--- src/rtl/alu_stream.sv ---
// Streaming ALU with valid/ready handshakes, an iterative restoring divider and status flags.
// Optional feature: define ALU_ROTATE_EN to make function 1111 rotate A left by one bit.
module alu_stream #(
    parameter int WIDTH = 8,
    parameter int FUN_W = 4
) (
    input  logic                   CLK,
    input  logic                   RST,
    input  logic                   IN_VALID,
    output logic                   IN_READY,
    input  logic [FUN_W-1:0]       ALU_FUN,
    input  logic [WIDTH-1:0]       A,
    input  logic [WIDTH-1:0]       B,
    output logic                   OUT_VALID,
    input  logic                   OUT_READY,
    output logic [2*WIDTH-1:0]     ALU_OUT,
    output logic                   ZF,
    output logic                   CF,
    output logic                   DZ
);

    localparam int CNT_W = $clog2(WIDTH + 1);
    localparam logic [CNT_W-1:0] CNT_LAST = CNT_W'(WIDTH - 1);
    localparam logic [CNT_W-1:0] CNT_ONE  = CNT_W'(1);
    localparam logic [CNT_W-1:0] CNT_ZERO = {CNT_W{1'b0}};

    // Single-cycle ops complete on their accept edge, so only the divider needs a busy state.
    typedef enum logic [0:0] {
        ST_IDLE = 1'b0,
        ST_DIV  = 1'b1
    } state_t;

    function automatic logic [2*WIDTH-1:0] zext(input logic [WIDTH-1:0] v);
        return {{WIDTH{1'b0}}, v};
    endfunction

    state_t               state_r;
    state_t               state_s;
    logic                 alive_r;
    logic                 out_valid_r;
    logic [2*WIDTH-1:0]   alu_out_r;
    logic                 zf_r;
    logic                 cf_r;
    logic                 dz_r;
    logic [WIDTH-1:0]     rem_r;
    logic [WIDTH-1:0]     quo_r;
    logic [WIDTH-1:0]     dvs_r;
    logic [CNT_W-1:0]     cnt_r;

    logic                 accept_s;
    logic [3:0]           fun_lo_s;
    logic                 fun_hi_zero_s;
    logic                 div_start_s;
    logic                 div_done_s;
    logic [WIDTH:0]       sum_s;
    logic [WIDTH:0]       diff_s;
    logic [2*WIDTH-1:0]   prod_s;
    logic [2*WIDTH-1:0]   op_res_s;
    logic                 op_cf_s;
    logic                 op_dz_s;
    logic [WIDTH:0]       rem_sh_s;
    logic [WIDTH:0]       trial_s;
    logic                 q_bit_s;
    logic [WIDTH-1:0]     rem_nx_s;
    logic [WIDTH-1:0]     quo_nx_s;
    logic                 load_s;
    logic [2*WIDTH-1:0]   load_res_s;
    logic                 load_cf_s;
    logic                 load_dz_s;

    assign accept_s      = IN_VALID & IN_READY;
    assign fun_lo_s      = ALU_FUN[3:0];
    assign fun_hi_zero_s = ((ALU_FUN >> 3'd4) == {FUN_W{1'b0}});
    assign div_start_s   = accept_s & fun_hi_zero_s & (fun_lo_s == 4'b0011) & (B != {WIDTH{1'b0}});
    assign div_done_s    = (state_r == ST_DIV) & (cnt_r == CNT_ZERO);

    assign sum_s  = {1'b0, A} + {1'b0, B};
    assign diff_s = {1'b0, A} - {1'b0, B};
    assign prod_s = zext(A) * zext(B);

    // Restoring step: the top bit of the trial subtraction is the borrow, i.e. the inverted quotient bit.
    assign rem_sh_s = {rem_r, quo_r[WIDTH-1]};
    assign trial_s  = rem_sh_s - {1'b0, dvs_r};
    assign q_bit_s  = ~trial_s[WIDTH];
    assign rem_nx_s = q_bit_s ? trial_s[WIDTH-1:0] : rem_sh_s[WIDTH-1:0];
    assign quo_nx_s = {quo_r[WIDTH-2:0], q_bit_s};

    assign IN_READY  = alive_r & (state_r == ST_IDLE) & (~out_valid_r | OUT_READY);
    assign OUT_VALID = out_valid_r;
    assign ALU_OUT   = alu_out_r;
    assign ZF        = zf_r;
    assign CF        = cf_r;
    assign DZ        = dz_r;

    // Result and flags of the single-cycle operations (including divide-by-zero).
    always_comb begin
        op_res_s = {2*WIDTH{1'b0}};
        op_cf_s  = 1'b0;
        op_dz_s  = 1'b0;
        if (fun_hi_zero_s) begin
            case (fun_lo_s)
                4'b0000: begin
                    op_res_s = zext(sum_s[WIDTH-1:0]);
                    op_cf_s  = sum_s[WIDTH];
                end
                4'b0001: begin
                    op_res_s = zext(diff_s[WIDTH-1:0]);
                    op_cf_s  = diff_s[WIDTH];
                end
                4'b0010: op_res_s = prod_s;
                4'b0011: begin
                    if (B == {WIDTH{1'b0}}) begin
                        op_res_s = {A, {WIDTH{1'b1}}};
                        op_dz_s  = 1'b1;
                    end else begin
                        op_res_s = {2*WIDTH{1'b0}};
                    end
                end
                4'b0100: op_res_s = zext(A & B);
                4'b0101: op_res_s = zext(A | B);
                4'b0110: op_res_s = zext(~(A & B));
                4'b0111: op_res_s = zext(~(A | B));
                4'b1000: op_res_s = zext(A ^ B);
                4'b1001: op_res_s = zext(~(A ^ B));
                4'b1010: op_res_s = (A == B) ? {{(2*WIDTH-2){1'b0}}, 2'd1} : {2*WIDTH{1'b0}};
                4'b1011: op_res_s = (A > B)  ? {{(2*WIDTH-2){1'b0}}, 2'd2} : {2*WIDTH{1'b0}};
                4'b1100: op_res_s = (A < B)  ? {{(2*WIDTH-2){1'b0}}, 2'd3} : {2*WIDTH{1'b0}};
                4'b1101: op_res_s = zext({1'b0, A[WIDTH-1:1]});
                4'b1110: op_res_s = {{(WIDTH-1){1'b0}}, A, 1'b0};
`ifdef ALU_ROTATE_EN
                4'b1111: op_res_s = zext({A[WIDTH-2:0], A[WIDTH-1]});
`else
                4'b1111: op_res_s = {2*WIDTH{1'b0}};
`endif
                default: op_res_s = {2*WIDTH{1'b0}};
            endcase
        end else begin
            op_res_s = {2*WIDTH{1'b0}};
        end
    end

    // Select what gets loaded into the output register: divider completion or a single-cycle op.
    always_comb begin
        load_s     = (accept_s & ~div_start_s) | div_done_s;
        load_res_s = op_res_s;
        load_cf_s  = op_cf_s;
        load_dz_s  = op_dz_s;
        if (div_done_s) begin
            load_res_s = {rem_nx_s, quo_nx_s};
            load_cf_s  = 1'b0;
            load_dz_s  = 1'b0;
        end else begin
            load_res_s = op_res_s;
        end
    end

    // Next-state logic.
    always_comb begin
        state_s = state_r;
        case (state_r)
            ST_IDLE: begin
                if (div_start_s) begin
                    state_s = ST_DIV;
                end else begin
                    state_s = ST_IDLE;
                end
            end
            ST_DIV: begin
                if (cnt_r == CNT_ZERO) begin
                    state_s = ST_IDLE;
                end else begin
                    state_s = ST_DIV;
                end
            end
            default: state_s = ST_IDLE;
        endcase
    end

    // State register; alive_r keeps IN_READY low while reset is asserted.
    always_ff @(posedge CLK or negedge RST) begin
        if (!RST) begin
            state_r <= ST_IDLE;
            alive_r <= 1'b0;
        end else begin
            state_r <= state_s;
            alive_r <= 1'b1;
        end
    end

    // Divider datapath: load operands on accept, then one quotient bit per cycle.
    always_ff @(posedge CLK or negedge RST) begin
        if (!RST) begin
            rem_r <= {WIDTH{1'b0}};
            quo_r <= {WIDTH{1'b0}};
            dvs_r <= {WIDTH{1'b0}};
            cnt_r <= CNT_ZERO;
        end else if (div_start_s) begin
            rem_r <= {WIDTH{1'b0}};
            quo_r <= A;
            dvs_r <= B;
            cnt_r <= CNT_LAST;
        end else if (state_r == ST_DIV) begin
            rem_r <= rem_nx_s;
            quo_r <= quo_nx_s;
            if (cnt_r != CNT_ZERO) begin
                cnt_r <= cnt_r - CNT_ONE;
            end
        end
    end

    // Output register: loading wins over draining so back-to-back results keep OUT_VALID high.
    always_ff @(posedge CLK or negedge RST) begin
        if (!RST) begin
            out_valid_r <= 1'b0;
            alu_out_r   <= {2*WIDTH{1'b0}};
            zf_r        <= 1'b0;
            cf_r        <= 1'b0;
            dz_r        <= 1'b0;
        end else if (load_s) begin
            out_valid_r <= 1'b1;
            alu_out_r   <= load_res_s;
            zf_r        <= (load_res_s == {2*WIDTH{1'b0}});
            cf_r        <= load_cf_s;
            dz_r        <= load_dz_s;
        end else if (out_valid_r & OUT_READY) begin
            out_valid_r <= 1'b0;
        end
    end

endmodule

--- config.mk ---
export PLATFORM = sky130hd
export DESIGN_NAME = alu_stream
export DESIGN_NICKNAME = d
export VERILOG_FILES = /design/src/rtl/alu_stream.sv
export SDC_FILE = /design/constraint.sdc
export NUM_CORES = 1
export LEC_CHECK = 0
export CAP_MARGIN = 20
export CORE_AREA = 3 3 157 159
export DETAILED_ROUTE_END_ITERATION = 8
export DIE_AREA = 0 0 160 162
export GPL_TIMING_DRIVEN = 0
export PLACE_DENSITY = 0.46
export SETUP_SLACK_MARGIN = 0.4
export SKIP_CTS_REPAIR_TIMING = 1
export SLEW_MARGIN = 20
export SYNTH_ARGS = -nofsm -noshare
export SYNTH_HDL_FRONTEND = slang
export SYNTH_SLANG_ARGS = --single-unit
--- constraint.sdc ---
create_clock -name CLK -period 4.4 [get_ports CLK]
set_clock_uncertainty 0.2 [all_clocks]
set_input_delay 1.32 -clock CLK [delete_from_list [all_inputs] [get_ports CLK]]
set_output_delay 1.32 -clock CLK [all_outputs]
set_load 0.03 [all_outputs]
# ---- Word-level counts from Yosys, hierarchy flattened
# Cells that the tools add are included.
dict set report totals {
  reg_bits 50
  n_memories 0
  ram_bits 0
  rom_bits 0
  output_inout_bits 21
  latch_bits 0
}
dict set report classes {
  mul 1
  reduce_logical 10
  order_cmp 2
  addsub 4
  shifts 0
  bitwise 20
  muxes 24
  eq_ne 16
  div_mod_pow 0
}
# cell count
set op_table {}
lappend op_table {{16-bit case mux with 16 select lines} 1}
lappend op_table {{8-bit two-way mux} 5}
lappend op_table {{4-bit equality test (second input constant)} 8}
lappend op_table {{16-bit two-way mux} 2}
lappend op_table {{8-bit NOT} 3}
lappend op_table {{4-bit by 3-bit equality test with 1-bit output (second input constant)} 4}
lappend op_table {{16-bit zero test} 1}
lappend op_table {{8-bit by 8-bit multiplier with 16-bit output} 1}
lappend op_table {{4-bit two-way mux} 3}
lappend op_table {{8-bit by 8-bit adder with 9-bit output} 1}
lappend op_table {{1-bit two-way mux} 9}
lappend op_table {{8-bit by 8-bit subtractor with 9-bit output} 1}
lappend op_table {{9-bit by 8-bit subtractor with 9-bit output} 1}
lappend op_table {{1-bit bitwise AND} 8}
lappend op_table {{8-bit bitwise AND} 1}
lappend op_table {{4-bit by 2-bit equality test with 1-bit output (second input constant)} 2}
lappend op_table {{8-bit equality test} 1}
lappend op_table {{8-bit greater-than comparator} 1}
lappend op_table {{4-bit zero test} 2}
lappend op_table {{8-bit zero test} 1}
lappend op_table {{8-bit less-than comparator} 1}
lappend op_table {{8-bit bitwise OR} 1}
lappend op_table {{8-bit nonzero test} 1}
lappend op_table {{8-bit bitwise XOR} 1}
lappend op_table {{other kinds (9)} 17}

# ---- Longest topological paths before layout
dict set report depth {
  word_depth 10
  depth_mapped 20
  ltp_nobuf 19
}

# ---- Least setup slack after synthesis
# Ideal clock, no wire load.
dict set report synth_timing {
  path_type {input to register}
  start {input port A[1]}
  end {register zf_r, in the netlist ZF}
  path_slack_ps -1348
  setup_time_ps 92
  required_ps 4108
  path_stages 17
  arrival_time_ps 5456
  path_cell_list {clkinv_1 nor2_1 fa_1 fa_1 fa_1 inv_1 fa_1 inv_1 ha_1 clkbuf_1 nor3_1 o21ai_0 a31o_2 xor2_1 a2111oi_0 nand4_1 o31ai_2}
}
dict set report synth_between {
  elab_chain_cells 5
  elab_cells_between_ends 19
  cone_classes {add/sub (2); mul (1); order compare (2); eq/ne (1); mux (6); bitwise (6); reduce/logical (1)}
}
# element line
set synth_lines {}
lappend synth_lines {{start, declared} 12} ;# input logic [WIDTH-1:0] A,
lappend synth_lines {{branches (longest 2 deep; another with 8-bit by 8-bit multiplier with 16-bit output)} --}
lappend synth_lines {{16-bit case mux with 16 select lines *} 101} ;# case (fun_lo_s)
lappend synth_lines {{16-bit two-way mux *} 148} ;# if (div_done_s) begin
lappend synth_lines {{16-bit zero test *} 222} ;# zf_r <= (load_res_s == {2*WIDTH{1'b0}});
lappend synth_lines {{end signal, assigned} 222}
lappend synth_lines {{end, declared} 42} ;# logic zf_r;
# Every way passes the cells marked *.
# A chain may end at the register's enable or synchronous reset.

# ---- Final worst setup path
dict set report layout_timing {
  start {input port B[2]}
  end {register zf_r, in the netlist ZF}
}
dict set report layout_between {
  elab_chain_cells 5
  elab_cells_between_ends 25
  cone_classes {add/sub (2); mul (1); order compare (2); eq/ne (1); mux (6); bitwise (10); reduce/logical (3)}
}
# element line
set layout_lines {}
lappend layout_lines {{start, declared} 13} ;# input logic [WIDTH-1:0] B,
lappend layout_lines {{branches (longest 5 deep; another with 8-bit by 8-bit multiplier with 16-bit output)} --}
# Several ways; the timed one is not identified.

==> impl_metrics.json <==
{
  "start_kind": "input pin",
  "holdCritPathClass": "reg -> reg",
  "violations": "negative setup slack",
  "overflow": 0,
  "finalSetupViolCount": 13,
  "die_h_microns": 162,
  "power.density_mw_per_mm2": 453.3,
  "grt_use_met3": 0.01658,
  "maxCapViolCount": 0,
  "critPathKind": "in -> reg",
  "yosysTopAreaCellShare": 0.1865,
  "slew_viol_final": 0,
  "die_width_microns": 160,
  "clk_pin_slew_worst_paths_ns": 0.07,
  "grt_max_degree": 51,
  "synth_area_sq_mm": 0.006708,
  "avgViaCountPerCell": 5.290,
  "busiest_layer": "met2",
  "rows": 56,
  "htreeDepth": 2,
  "fillers": 2448,
  "worst_slew_pin_slew_ns": 0.8171,
  "area_delta_synth_final_pct": 35.07,
  "final_nets": 1085,
  "synthTopCellsByCount": "nand2_1 (100), nor2_1 (100), inv_1 (85), ha_1 (70), o21ai_0 (53)",
  "cts.sink_count": 50,
  "grt_pass1_wl_mm": 37.79,
  "drt_iter0_drc": 388,
  "multi_input_area_sq_mm": 0.005605,
  "routed-via-count": 6729,
  "cts_tree": "done",
  "status": "complete, but fails checks",
  "dp_hpwl_mm": 19.52,
  "grt_pass1_vias": 6152,
  "yosys_warnings": 0,
  "synth_cell_types": 84,
  "max_freq_ghz": 0.1723,
  "place.gp.congestion": 0.9247,
  "antenna_found_initial": 2,
  "dieArea_sq_mm": 0.02592,
  "slew_headroom": 0.4511,
  "totalNegativeSetupSlack_ns": -11.60,
  "p_leak_uw": 0.003864,
  "use_met2": 0.3096,
  "synth_seq_cells": 50,
  "io_pins": 45,
  "ys_async_sr_fraction": 1.000,
  "drc": 0,
  "slowest_delay_ns": 0.52,
  "final_layout_size_suffix_gt1_frac": 0.2686,
  "cp_cell_sequence": "buf_12 -> clkinvlp_4 -> buf_6 -> nor2_4 -> fa_1 -> fa_1 -> fa_1 -> inv_1 -> fa_1 -> inv_2 -> ha_4 -> nand3_2 -> o211ai_1 -> o211ai_1 -> mux2i_1 -> a21oi_2 -> a211oi_2 -> nand4_1 -> o31ai_2",
  "final_cells": 1272,
  "cts.root.buffer_cell": "clkbuf_16",
  "power_uw": 4107,
  "synthCells": 841,
  "seq_area_frac_synth": 0.1865,
  "drtPass1Iterations": 5,
  "dp.cells": 1205,
  "start_util": 0.2866,
  "synth_ff_type": "dfrtp_1",
  "wirelength_mm": 25.83,
  "syn_area_per_cell_sq_um": 7.976,
  "synth.area.top_cells": "dfrtp_1 (19%), ha_1 (13%), fa_1 (12%), nand2_1 (5.6%), nor2_1 (5.6%)",
  "crit_top_cell": "fa_1",
  "ff_latch_area_sq_mm": 0.001251,
  "cp.required_ns": 4.41,
  "gr-usage-met1": 0.2702,
  "io_buffers": 44,
  "ir_drop_mv": 0.2444,
  "track_usage": 0.1887,
  "synth_top_cell_by_area": "dfrtp_1",
  "clock_tree.buffer_depth": 2,
  "fin_crit_ns": 5.803,
  "period_share": 1.319,
  "endpoint_kind": "flop",
  "ant_nets": 0,
  "core_sq_mm": 0.02340,
  "finalHoldViolations": 0,
  "cp_max_fo": 6,
  "clk_latency_ns": 0.30,
  "fin_ws_ns": -1.403,
  "arrival_ns": 5.82,
  "routedWlPerCell_microns": 20.30,
  "slowest_stage": "o211ai_1",
  "syn-num-nets": 974,
  "grt_setup_unrepaired": "yes",
  "n_antenna_cell": 0,
  "cts_made_buffers": 5,
  "synth_edf_count": 0
}
==> metrics by stage <==
step                  util  hold slack (ns)  setup slack (ns)  area (sq um)
floorplan                -           0.2538            -1.055          6937
global placement    0.3323           0.2647            -2.810          7776
detailed placement  0.3327           0.2681            -2.779          7785
CTS                 0.3390           0.2863            -2.493          7934
global route        0.3871           0.3027            -1.604          9060
finish              0.3871           0.2815            -1.403          9060
==> final timing paths <==
path / start / end / slack, ns / cells after the start
worst min register to register: ALU_OUT[1] / ALU_OUT[1] / 0.28 / 2
min in group asynchronous: RST / CF / 0.86 / 1
worst max register to register: quo_r[7] / ZF / 0.92 / 12
max in group asynchronous: RST / quo_r[5] / 2.70 / 1
worst min-delay path: ALU_OUT[1] / ALU_OUT[1] / 0.28 / 2
worst max-delay path: B[2] / ZF / -1.40 / 19
==> placed cells by master (no fill, tap or decap), drive strengths merged, types with 9 or more instances in the layout <==
cell type	count
nor3	21
nand2	100
clkdlybuf4s50	26
o211ai	9
mux2i	14
ha	70
xor2	9
a211oi	11
fa	39
a21oi	32
clkbuf	22
nor2	101
dfrtp	50
xnor2	15
inv	77
nor2b	14
o21ai	53
nand3	18
buf	97
nand2b	9
clkinvlp	15
==> critical path: cells and delay by family <==
kind / cells / cell delay, ns
AOI/OAI and AO/OA: 5 / 1.34
adders and majority gates: 5 / 2.20
buffers and inverters: 5 / 0.42
muxes: 1 / 0.23
and+or+nand+nor: 3 / 0.32
==> cell families after synthesis <==
group / Yosys count / share of synthesized area
XOR/XNOR: 24 / 0.03134
multiplexers: 16 / 0.02481
AND/OR/NAND/NOR: 320 / 0.2270
buffers and inverters: 126 / 0.07965
flip-flops: 50 / 0.1865
AO/OA/AOI/OAI: 195 / 0.2031
other: 1 / 0.0005591
adder cells (fa/ha/maj): 109 / 0.2470
==> report_power, final <==
part / leakage (uW) / switching (uW) / internal, uW / total, uW
Clock: 0.0000664 / 191 / 213 / 404
Combinational: 0.00317 / 1650 / 1280 / 2930
Sequential: 0.000627 / 134 / 640 / 774
Total: 0.00386 / 1970 / 2130 / 4110
==> registers in the layout, indices dropped and copies added (netlist names), 4 cells and up <==
name,cells
quo_r,8
cnt_r,4
dvs_r,8
ALU_OUT,16
rem_r,8
==> area by class of cell <==
cell class                 count  share of cell area
clock buffer                   5             0.01381
clock inverter                 3            0.002624
inverter                      89             0.04419
sequential                    50              0.1381
tap                          319             0.04405
buffer                        37             0.02334
multi-input combinational    665              0.6187
timing repair buffer         104              0.1152
==> layer usage <==
layer / vias to the layer above / routed length (microns)
met2: 209 / 12450
met1: 3325 / 11730
met4: 0 / 422
li1: 3160 / -
met5: - / 0
met3: 35 / 1232
No activity file was read; power rests on OpenSTA's default activity.
